<file path="config.mk">
export PLATFORM = sky130hd
export DESIGN_NAME = uart_hex_rx_flat
export DESIGN_NICKNAME = d
export VERILOG_FILES = /design/src/rtl/uart_hex_rx_if.sv /design/src/rtl/uart_hex_rx.sv /design/src/flat_wrapper.sv
export SDC_FILE = /design/constraint.sdc
export NUM_CORES = 1
export LEC_CHECK = 0
export ABC_AREA = 1
export BUFFER_PORTS_ARGS = -buffer_cell sky130_fd_sc_hd__clkbuf_2
export CORE_ASPECT_RATIO = 2
export CORE_MARGIN = 2
export CORE_UTILIZATION = 53
export CTS_CLUSTER_SIZE = 14
export DETAILED_ROUTE_END_ITERATION = 10
export PLACE_DENSITY = 0.8
export SLEW_MARGIN = 20
export SYNTH_ARGS = -nofsm -noshare
export SYNTH_HDL_FRONTEND = slang
export SYNTH_SLANG_ARGS = --single-unit
</file>
<file path="constraint.sdc">
create_clock -name clk -period 1.55 [get_ports clk]
set_input_delay 0.155 -clock clk [delete_from_list [all_inputs] [get_ports clk]]
set_output_delay 0.155 -clock clk [all_outputs]
set_load 0.005 [all_outputs]
</file>
<file path="src/rtl/uart_hex_rx_if.sv">
// uart_hex_rx_if: bundle of the UART hex receiver's serial input and parsed outputs.
//   rxd        serial input, idle high
//   byte_data  last correctly framed byte
//   byte_vld   1-cycle pulse, byte_data updated
//   frame_err  1-cycle pulse, stop bit was low and the byte was dropped
//   value      last parsed 32-bit word
//   val_vld    1-cycle pulse, value updated
//   digit_cnt  hex digits in the current number, saturating
//   ovf        sticky, too many digits in the current number
//   char_err   1-cycle pulse, unexpected character received
//   busy       frame reception in progress
// The slave modport is the receiver; master is the side feeding rxd and consuming results.
interface uart_hex_rx_if;
  logic        rxd;
  logic [7:0]  byte_data;
  logic        byte_vld;
  logic        frame_err;
  logic [31:0] value;
  logic        val_vld;
  logic [3:0]  digit_cnt;
  logic        ovf;
  logic        char_err;
  logic        busy;

  modport slave (
    input  rxd,
    output byte_data, byte_vld, frame_err, value, val_vld,
    output digit_cnt, ovf, char_err, busy
  );

  modport master (
    output rxd,
    input  byte_data, byte_vld, frame_err, value, val_vld,
    input  digit_cnt, ovf, char_err, busy
  );
endinterface

</file>
<file path="src/rtl/uart_hex_rx.sv">
// uart_hex_rx: 8N1 UART receiver plus ASCII hex parser. Digits accumulate into a
// 32-bit word that is published on CR; LF is ignored so CR LF line endings work.
// Ports:
//   clk   system clock
//   rstn  synchronous active-low reset
//   bus   uart_hex_rx_if.slave (rxd in; byte/value results and status out)
//
// state | meaning
// IDLE  | line idle, waiting for a low level on synchronised rxd
// START | confirming the start bit at its midpoint
// DATA  | sampling 8 data bits, LSB first, one per bit period
// STOP  | sampling the stop bit; emits byte_vld or frame_err
module uart_hex_rx #(
  parameter int BAUD_DIV   = 10416,
  parameter int MAX_DIGITS = 8
) (
  input logic          clk,
  input logic          rstn,
  uart_hex_rx_if.slave bus
);
  localparam int            CW        = $clog2(BAUD_DIV);
  localparam logic [CW-1:0] BIT_LAST  = CW'(BAUD_DIV - 1);
  localparam logic [CW-1:0] HALF_LAST = CW'(BAUD_DIV / 2 - 1);
  localparam logic [3:0]    MAXD      = 4'(MAX_DIGITS);

  localparam logic [1:0] IDLE  = 2'd0;
  localparam logic [1:0] START = 2'd1;
  localparam logic [1:0] DATA  = 2'd2;
  localparam logic [1:0] STOP  = 2'd3;

  logic          rxd_s1, rxd_s2;
  logic [1:0]    state;
  logic [CW-1:0] bcnt;
  logic [2:0]    bit_idx;
  logic [7:0]    shift;
  logic [7:0]    byte_data;
  logic          byte_vld, frame_err;
  logic [31:0]   accum, value;
  logic          val_vld, ovf, char_err;
  logic [3:0]    digit_cnt;
  logic          is_hex;
  logic [3:0]    nib;

  // Receiver FSM; sync FFs reset high so reset never looks like a start bit.
  always_ff @(posedge clk) begin
    if (!rstn) begin
      rxd_s1    <= 1'b1;
      rxd_s2    <= 1'b1;
      state     <= IDLE;
      bcnt      <= '0;
      bit_idx   <= '0;
      shift     <= '0;
      byte_data <= '0;
      byte_vld  <= 1'b0;
      frame_err <= 1'b0;
    end else begin
      rxd_s1    <= bus.rxd;
      rxd_s2    <= rxd_s1;
      byte_vld  <= 1'b0;
      frame_err <= 1'b0;
      case (state)
        IDLE: begin
          if (!rxd_s2) begin
            state <= START;
            bcnt  <= '0;
          end
        end
        START: begin
          if (bcnt == HALF_LAST) begin
            bcnt    <= '0;
            bit_idx <= '0;
            state   <= rxd_s2 ? IDLE : DATA;
          end else begin
            bcnt <= bcnt + 1'b1;
          end
        end
        DATA: begin
          if (bcnt == BIT_LAST) begin
            bcnt  <= '0;
            shift <= {rxd_s2, shift[7:1]};
            if (bit_idx == 3'd7) state <= STOP;
            else bit_idx <= bit_idx + 1'b1;
          end else begin
            bcnt <= bcnt + 1'b1;
          end
        end
        default: begin
          // Return to IDLE at the stop sample so a short stop bit cannot
          // swallow the next start edge.
          if (bcnt == BIT_LAST) begin
            bcnt  <= '0;
            state <= IDLE;
            if (rxd_s2) begin
              byte_data <= shift;
              byte_vld  <= 1'b1;
            end else begin
              frame_err <= 1'b1;
            end
          end else begin
            bcnt <= bcnt + 1'b1;
          end
        end
      endcase
    end
  end

  always_comb begin
    is_hex = 1'b0;
    nib    = 4'h0;
    if (byte_data >= 8'h30 && byte_data <= 8'h39) begin
      is_hex = 1'b1;
      nib    = byte_data[3:0];
    end else if ((byte_data >= 8'h41 && byte_data <= 8'h46) ||
                 (byte_data >= 8'h61 && byte_data <= 8'h66)) begin
      is_hex = 1'b1;
      nib    = byte_data[3:0] + 4'd9;
    end
  end

  // Parser runs one cycle behind byte_vld, so val_vld never shares a cycle with it.
  always_ff @(posedge clk) begin
    if (!rstn) begin
      accum     <= '0;
      value     <= '0;
      val_vld   <= 1'b0;
      digit_cnt <= '0;
      ovf       <= 1'b0;
      char_err  <= 1'b0;
    end else begin
      val_vld  <= 1'b0;
      char_err <= 1'b0;
      if (byte_vld) begin
        if (is_hex) begin
          accum <= {accum[27:0], nib};
          if (digit_cnt == MAXD) ovf <= 1'b1;
          else digit_cnt <= digit_cnt + 4'd1;
        end else if (byte_data == 8'h0D) begin
          if (digit_cnt != 4'd0) begin
            value   <= accum;
            val_vld <= 1'b1;
          end
          accum     <= '0;
          digit_cnt <= '0;
          ovf       <= 1'b0;
        end else if (byte_data != 8'h0A) begin
          char_err  <= 1'b1;
          accum     <= '0;
          digit_cnt <= '0;
          ovf       <= 1'b0;
        end
      end
    end
  end

  assign bus.byte_data = byte_data;
  assign bus.byte_vld  = byte_vld;
  assign bus.frame_err = frame_err;
  assign bus.value     = value;
  assign bus.val_vld   = val_vld;
  assign bus.digit_cnt = digit_cnt;
  assign bus.ovf       = ovf;
  assign bus.char_err  = char_err;
  assign bus.busy      = (state != IDLE);
endmodule

</file>
<file path="src/flat_wrapper.sv">
// flat-port wrapper written by rule: the top's interface ports become plain ports
module uart_hex_rx_flat 
#(
  parameter int BAUD_DIV   = 10416,
  parameter int MAX_DIGITS = 8
)
  (clk, rstn, bus_rxd, bus_byte_data, bus_byte_vld, bus_frame_err, bus_value, bus_val_vld, bus_digit_cnt, bus_ovf, bus_char_err, bus_busy);
  uart_hex_rx_if bus_i ();
  input logic clk;
  input logic rstn;
  input wire logic [$bits(bus_i.rxd)-1:0] bus_rxd;
  output wire logic [$bits(bus_i.byte_data)-1:0] bus_byte_data;
  output wire logic [$bits(bus_i.byte_vld)-1:0] bus_byte_vld;
  output wire logic [$bits(bus_i.frame_err)-1:0] bus_frame_err;
  output wire logic [$bits(bus_i.value)-1:0] bus_value;
  output wire logic [$bits(bus_i.val_vld)-1:0] bus_val_vld;
  output wire logic [$bits(bus_i.digit_cnt)-1:0] bus_digit_cnt;
  output wire logic [$bits(bus_i.ovf)-1:0] bus_ovf;
  output wire logic [$bits(bus_i.char_err)-1:0] bus_char_err;
  output wire logic [$bits(bus_i.busy)-1:0] bus_busy;
  assign bus_i.rxd = bus_rxd;
  assign bus_byte_data = bus_i.byte_data;
  assign bus_byte_vld = bus_i.byte_vld;
  assign bus_frame_err = bus_i.frame_err;
  assign bus_value = bus_i.value;
  assign bus_val_vld = bus_i.val_vld;
  assign bus_digit_cnt = bus_i.digit_cnt;
  assign bus_ovf = bus_i.ovf;
  assign bus_char_err = bus_i.char_err;
  assign bus_busy = bus_i.busy;
  uart_hex_rx #(.BAUD_DIV(BAUD_DIV), .MAX_DIGITS(MAX_DIGITS)) u_core (.clk(clk), .rstn(rstn), .bus(bus_i));
endmodule
</file>
==> impl_metrics.py, run 1 <==
metrics = {
    "worst_setup_path": {
        "cp.arrival_ps": 1880,
        "cp.required_ps": 1840,
        "start_kind": "flip-flop",
        "regToRegSetupSlack_ps": -50,
        "crit_path_end_kind": "flip-flop",
        "timing.rr.end": "u_core.bus.value[13]",
        "criticalPathCategory": "flip-flop to flip-flop",
        "worst_r2r_startpoint": "u_core.bus.byte_data[1]",
        "reg2reg_depth": 9,
        "critical_path_peak_fanout": 16,
    },
    "cells_and_area": {
        "antenna_cells": 0,
        "layout-area-overhead-vs-synth_pct": 30.1,
        "multi_input_area_sq_um": 2500,
        "fillCellCount": 684,
        "final-seq-area_sq_um": 2220,
        "final_cell_mix": "150 x nand2_1, 110 x nor2_1, 101 x dfxtp_1",
        "final_nets": 790,
        "final_layout_size_suffix_gt1_share_pct": 26.6,
        "layout_commonest_cell": "nand2_1",
        "fin_cells": 885,
    },
    "placement": {
        "place_inst": 852,
        "place_ws_ps": -75.2,
        "io_buffers": 52,
        "gp_congestion": 0.912,
        "hpwl_microns": 7660,
    },
    "timing": {
        "fmax_mhz": 627,
        "clock_skew_ps": 9.91,
        "setup_violations": 19,
        "tightestPinTransition_ps": 419,
        "timing.final.ws_setup_ps": -46.1,
        "post-route-period-util_pct": 103,
        "rsz0062_at_grt": "yes",
        "period_needed_ps": 1600,
        "max-slew-margin-rel_pct": 72.0,
        "slew_viol_final": 0,
        "finalHoldViolCount": 0,
    },
    "floorplanning": {
        "fp.coreArea_sq_um": 8950,
        "pin_count": 53,
        "rows": 49,
        "die_w_microns": 71.6,
        "fp.dieH_microns": 139,
        "dieArea_sq_um": 9980,
        "initial_core_util_pct": 54.2,
    },
    "synth": {
        "syn_avg_cell_area_sq_um": 6.96,
        "ys_types": 31,
        "yosysSeqAreaShare_pct": 45.4,
        "synth_warnings": 0,
        "syn_inst": 697,
        "synth.area.top_cells": "dfxtp_1 45%, nand2_1 13%, nor2_1 10%",
        "synth_top_area_cell": "dfxtp_1",
        "ys_ff_latch": 110,
        "synth_area_sq_um": 4850,
        "yosysTopAreaCellShare_pct": 45.4,
        "synth_fp_nets": 709,
    },
    "clock_network": {
        "clk_latency_ps": 360,
        "cts_buffers": 9,
        "cts_tree": "built",
        "cts_buffer_depth": 2,
        "clk_pin_slew_ps": 70,
        "cts.sinks": 110,
        "cts-root-buf": "clkbuf_16",
        "holdBufCountCts": 0,
        "cts-htree-levels": 3,
    },
    "route": {
        "wirelength_microns": 13200,
        "routedWlPerCell_microns": 14.9,
        "vias": 4771,
        "avgViaCountPerCell": 5.39,
        "final_antenna_net_count": 0,
        "dr.pass1.iters": 5,
        "first_iter_violations": 502,
        "drc": 0,
    },
    "grt": {
        "grt_pass1_vias": 4402,
        "grt_pass1_wl_microns": 19000,
        "track_usage_pct": 23.4,
        "grt_max_degree": 66,
        "grt.overflow.total": 0,
        "antenna_found_initial": 0,
    },
    "worst_hold_path": {
        "hold_start": "bus_rxd",
        "whs_path_depth": 2,
        "hold_path.class": "input port to flip-flop",
        "whs_endpoint": "u_core.rxd_s1",
    },
    "run": {
        "max_cap_violations": 0,
    },
    "outcome": {
        "violations": "setup timing",
        "status": "finished, violations left",
    },
    "power": {
        "max-vdd-ir-drop_mv": 0.679,
        "p_leak_nw": 2.90,
        "power_density_nw_per_um2": 934,
    },
}
[flip-flops by register name, summed over array words and instances (netlist names)]
register / count
u_core.accum: 32
u_core.bus.value: 32
u_core.bcnt: 14
u_core.bus.byte_data: 8
u_core.shift: 8
u_core.bus.digit_cnt: 4
u_core.bit_idx: 3
u_core.state: 2
u_core.bus.byte_vld: 1
u_core.bus.char_err: 1
u_core.bus.frame_err: 1
u_core.bus.ovf: 1
u_core.bus.val_vld: 1
u_core.rxd_s1: 1
u_core.rxd_s2: 1
[Yosys cell counts]
cell type	number
nand2_1	171
nor2_1	130
dfxtp_1	110
inv_1	79
nand3_1	61
a21oi_1	46
o21ai_0	16
clkbuf_1	12
nand4_1	11
buf_2	10
ha_1	9
xor2_1	8
buf_6	4
nor3_1	4
buf_1	3
inv_2	3
a21boi_0	2
buf_4	2
nor2_2	2
or2_2	2
xnor2_1	2
mux2i_1	1
nand2_2	1
nand3_2	1
nand4_2	1
nor3_2	1
nor4_1	1
nor4_4	1
o21ai_2	1
o21bai_1	1
o22ai_1	1
[critical path, cell delays in order, from the launching register on]
cell and delay [ps]:
dfxtp_2 340, inv_2 60, ha_2 180, inv_2 50, nor4_4 210, nand3_4 220
clkbuf_16 250, nand2_1 60, nand2_1 50, nor2_1 110
[per-layer routing]
layer | part of all wire (%) | global-route usage (%) | wire length [microns]
met5 | 0 | 0 | 0
met4 | 4.1 | 12.4 | 537
met3 | 4.4 | 3.98 | 578
met2 | 55 | 42.8 | 7280
met1 | 36 | 24.5 | 4770
[kinds of logic (layout without fill, tap and decap cells)]
group                      count (synthesis)  after routing  share of synthesized area [%]
adders and majority gates                  9              9                           2.32
xor gates and xnor gates                  10             10                           1.81
DFF                                      110            110                           45.4
buffers and inverters                    113            199                           9.78
muxes                                      1              1                          0.206
AOI/OAI and AO/OA                         67             67                           7.17
and+or+nand+nor                          387            387                           33.3
[how the worst max path moves through the flow]
stage	startpoint	endpoint	slack [ps]
after floorplan	u_core.bus.byte_data[0]	u_core.bus.char_err	3
after global placement	u_core.bcnt[0]	u_core.shift[1]	-40
after detailed placement	u_core.bcnt[1]	u_core.shift[1]	-80
after CTS	u_core.bcnt[1]	u_core.bcnt[0]	-2
after global routing	u_core.bus.byte_data[1]	u_core.bus.value[13]	-120
final	u_core.bus.byte_data[1]	u_core.bus.value[13]	-50
[report_power, final]
part | switching, mW | internal (mW)
combinational | 0.353 | 0.246
sequential | 0.0389 | 2.86
clock | 1.10 | 1.29
[final cells by class]
type                            instances  share of cell area (%)
Tap cell                              102                    2.02
Timing Repair Buffer                  101                    13.4
Multi-Input combinational cell        474                    39.6
Clock buffer                           10                    3.63
Clock inverter                          6                    1.25
Sequential cell                       110                    35.1
Inverter                               82                    5.00
[timing repair]
action                                  in CTS  in global routing
setup buffers                                2                  6
pin swaps                                    2                 15
gates resized for setup                     23                 92
gates cloned                                 1                  8
endpoints found under the hold margin        0                  0
endpoints found under the setup margin      49                 89
[metrics by stage]
stage	utilization, %	hold WS [ps]	TNS [ps]	total power [mW]	area (sq um)
6_report	70.5	10.1	-250	5.89	6310
5_1_grt	70.5	20.0	-3950	6.10	6310
4_1_cts	64.9	4.14	-4.33	5.86	5810
3_5_place_dp	60.2	365	-615	3.50	5390
3_3_place_gp	60.2	369	-42.7	3.48	5390
2_1_floorplan	-	262	0	3.28	4850
Note: power is estimated with default switching activity, not from simulation.
==> inputs of run 2 (changes only) <==
Settings changed: ABC_AREA 1 to 0, CORE_UTILIZATION 53 to 52, PLACE_DENSITY 0.8 to 0.79.
==> impl_metrics.py, run 2 <==
metrics = {
    "grt": {
        "antenna_found_initial": 0,
        "grt.overflow.total": 0,
        "grt_pass1_wl_microns": 16000,
        "track_usage_pct": 23.0,
        "grt_max_degree": 36,
        "grt_pass1_vias": 3589,
    },
    "worst_setup_path": {
        "criticalPathCategory": "flip-flop to flip-flop",
        "crit_chain": "or4b_4 -> nor3_4 -> o211a_4 -> clkbuf_16 -> nand2_1 -> a21oi_1",
        "crit_path_start": "u_core.bus.byte_data[4]",
        "crit_path_top_delay_cell": "or4b_4",
        "timing.rr.end": "u_core.bus.value[24]",
        "crit_path_end_kind": "flip-flop",
        "cp-endpoint": "u_core.bus.value[24]",
        "cp.arrival_ps": 2080,
        "regToRegSetupSlack_ps": -250,
        "worst_r2r_startpoint": "u_core.bus.byte_data[4]",
        "cp.required_ps": 1830,
        "critical_path_peak_fanout": 8,
        "worst_path_largest_cell_delay_ps": 550,
        "reg2reg_depth": 6,
        "start_kind": "flip-flop",
    },
    "clock_network": {
        "cts_tree": "built",
        "cts-root-buf": "clkbuf_16",
        "clk_pin_slew_ps": 70,
        "cts.sinks": 110,
        "cts_buffers": 9,
        "cts-htree-levels": 3,
        "clk_latency_ps": 350,
        "cts_buffer_depth": 2,
    },
    "power": {
        "totalPowerFinal_mw": 5.49,
        "p_leak_nw": 2.44,
        "max-vdd-ir-drop_mv": 0.665,
        "power_density_nw_per_um2": 915,
    },
    "synth": {
        "ys_types": 55,
        "syn_inst": 462,
        "synth_top_area_cell": "dfxtp_1",
        "ys_ff_latch": 110,
        "yosys.cell_count.top_type": "dfxtp_1",
        "syn_avg_cell_area_sq_um": 9.44,
        "yosysTopAreaCellShare_pct": 50.5,
        "synth_area_sq_um": 4360,
        "synth_common_cells": "110 x dfxtp_1, 87 x nand2_1, 47 x a21oi_1, 32 x nor2_1, 24 x a22o_2",
        "synth_warnings": 0,
        "ys_async_sr_fraction_pct": 0,
        "ys.flop_type": "dfxtp_1",
        "synth_fp_nets": 474,
        "yosysSeqAreaShare_pct": 50.5,
        "synth_edf_count": 0,
        "synth.area.top_cells": "dfxtp_1 50%, nand2_1 7.5%, a22o_2 5.5%",
    },
    "timing": {
        "post-route-period-util_pct": 116,
        "max-slew-margin-rel_pct": 65.4,
        "holdWs_ps": 157,
        "fmax_mhz": 554,
        "setup_violations": 99,
        "clock_skew_ps": 4.79,
        "rsz0062_at_grt": "yes",
        "slew_viol_final": 0,
        "fin_tns_setup_ps": -17860,
        "period_needed_ps": 1800,
        "finalHoldViolCount": 0,
        "tightestPinTransition_ps": 517,
        "timing.final.ws_setup_ps": -254,
    },
    "route": {
        "wirelength_microns": 11100,
        "avgViaCountPerCell": 5.54,
        "drc": 0,
        "final_antenna_net_count": 0,
        "routedWlPerCell_microns": 16.5,
        "first_iter_violations": 188,
        "vias": 3723,
        "dr.pass1.iters": 4,
    },
    "cells_and_area": {
        "top_regs": "u_core.accum: 32 flops, u_core.bus.value: 32 flops, u_core.bcnt: 14 flops",
        "layout_commonest_cell": "dfxtp_1",
        "fin_cells": 672,
        "layout-area-overhead-vs-synth_pct": 37.6,
        "fillCellCount": 573,
        "multi_input_area_sq_um": 2300,
        "final_util_pct": 72.9,
        "antenna_cells": 0,
        "fin_area_sq_um": 6000,
        "final-seq-area_sq_um": 2220,
        "final_cell_mix": "102 x dfxtp_1, 62 x nand2_1, 52 x clkbuf_2",
        "final_layout_size_suffix_gt1_share_pct": 45.1,
        "final_nets": 581,
    },
    "placement": {
        "gp_congestion": 0.852,
        "hpwl_microns": 7110,
        "place_ws_ps": -258,
        "place_inst": 641,
        "io_buffers": 52,
        "dpl-instance-area_sq_um": 5210,
    },
    "floorplanning": {
        "rows": 47,
        "die_w_microns": 68.8,
        "fp.coreArea_sq_um": 8230,
        "fp.dieH_microns": 134,
        "pin_count": 53,
        "initial_core_util_pct": 53.0,
        "dieArea_sq_um": 9180,
    },
    "outcome": {
        "status": "finished, violations left",
        "violations": "setup timing",
    },
    "worst_hold_path": {
        "hold_path.class": "input port to flip-flop",
    },
    "run": {
        "max_cap_violations": 0,
    },
}
run 2: power breakdown:
group | leakage (nW) | switching (mW) | internal, mW
sequential | 0.890 | 0.00614 | 2.83
clock | 0.164 | 1.06 | 1.44
combinational | 1.39 | 0.0837 | 0.0639
run 2: worst min-delay path by stage:
stage / from / to / slack (ps) / depth (start not counted)
2_1_floorplan: bus_rxd / u_core.rxd_s1 / 260 / 1
3_3_place_gp: bus_rxd / u_core.rxd_s1 / 340 / 2
5_1_grt: rstn / u_core.rxd_s2 / 170 / 2
4_1_cts: rstn / u_core.rxd_s2 / 150 / 2
3_5_place_dp: bus_rxd / u_core.rxd_s1 / 350 / 2
6_report: rstn / u_core.rxd_s2 / 160 / 2
run 2: final cells by class:
type                       count  area share (%)
multi-input combinational    314            38.3
inverter                      11           0.688
clock buffer                   9            3.75
sequential                   110            36.9
timing repair buffer         123            16.5
tap                           98            2.04
clock inverter                 7            1.75
run 2: critical path: cells and delay by family, from the launching register on:
family / cells / cell delay, ps
DFF: 1 / 320
AOI/OAI and AO/OA: 2 / 430
and+or+nand+nor: 3 / 790
buffers and inverters: 1 / 180
run 2: metal layers:
layer  wire length [microns]  track usage (%)
met1                    3960             22.7
met2                    6460             41.9
met3                     320             6.08
met4                     376             11.0
met5                       0                0
run 2: logic make-up after synthesis:
group	count (synthesis)	synth area share (%)
adders and majority gates	9	2.58
DFF	110	50.5
buffers and inverters	38	4.85
and+or+nand+nor	172	19.3
muxes	10	2.32
AOI/OAI and AO/OA	110	17.8
xor gates and xnor gates	13	2.61
run 2: what timing repair did:
item                                   CTS  global route
buffers inserted                         6             3
resized for setup                       23            73
endpoints found under the hold margin    1             0
cloned                                   1             5
pin swaps                               15            25
setup endpoints to repair               98           107
hold buffers                             1             0
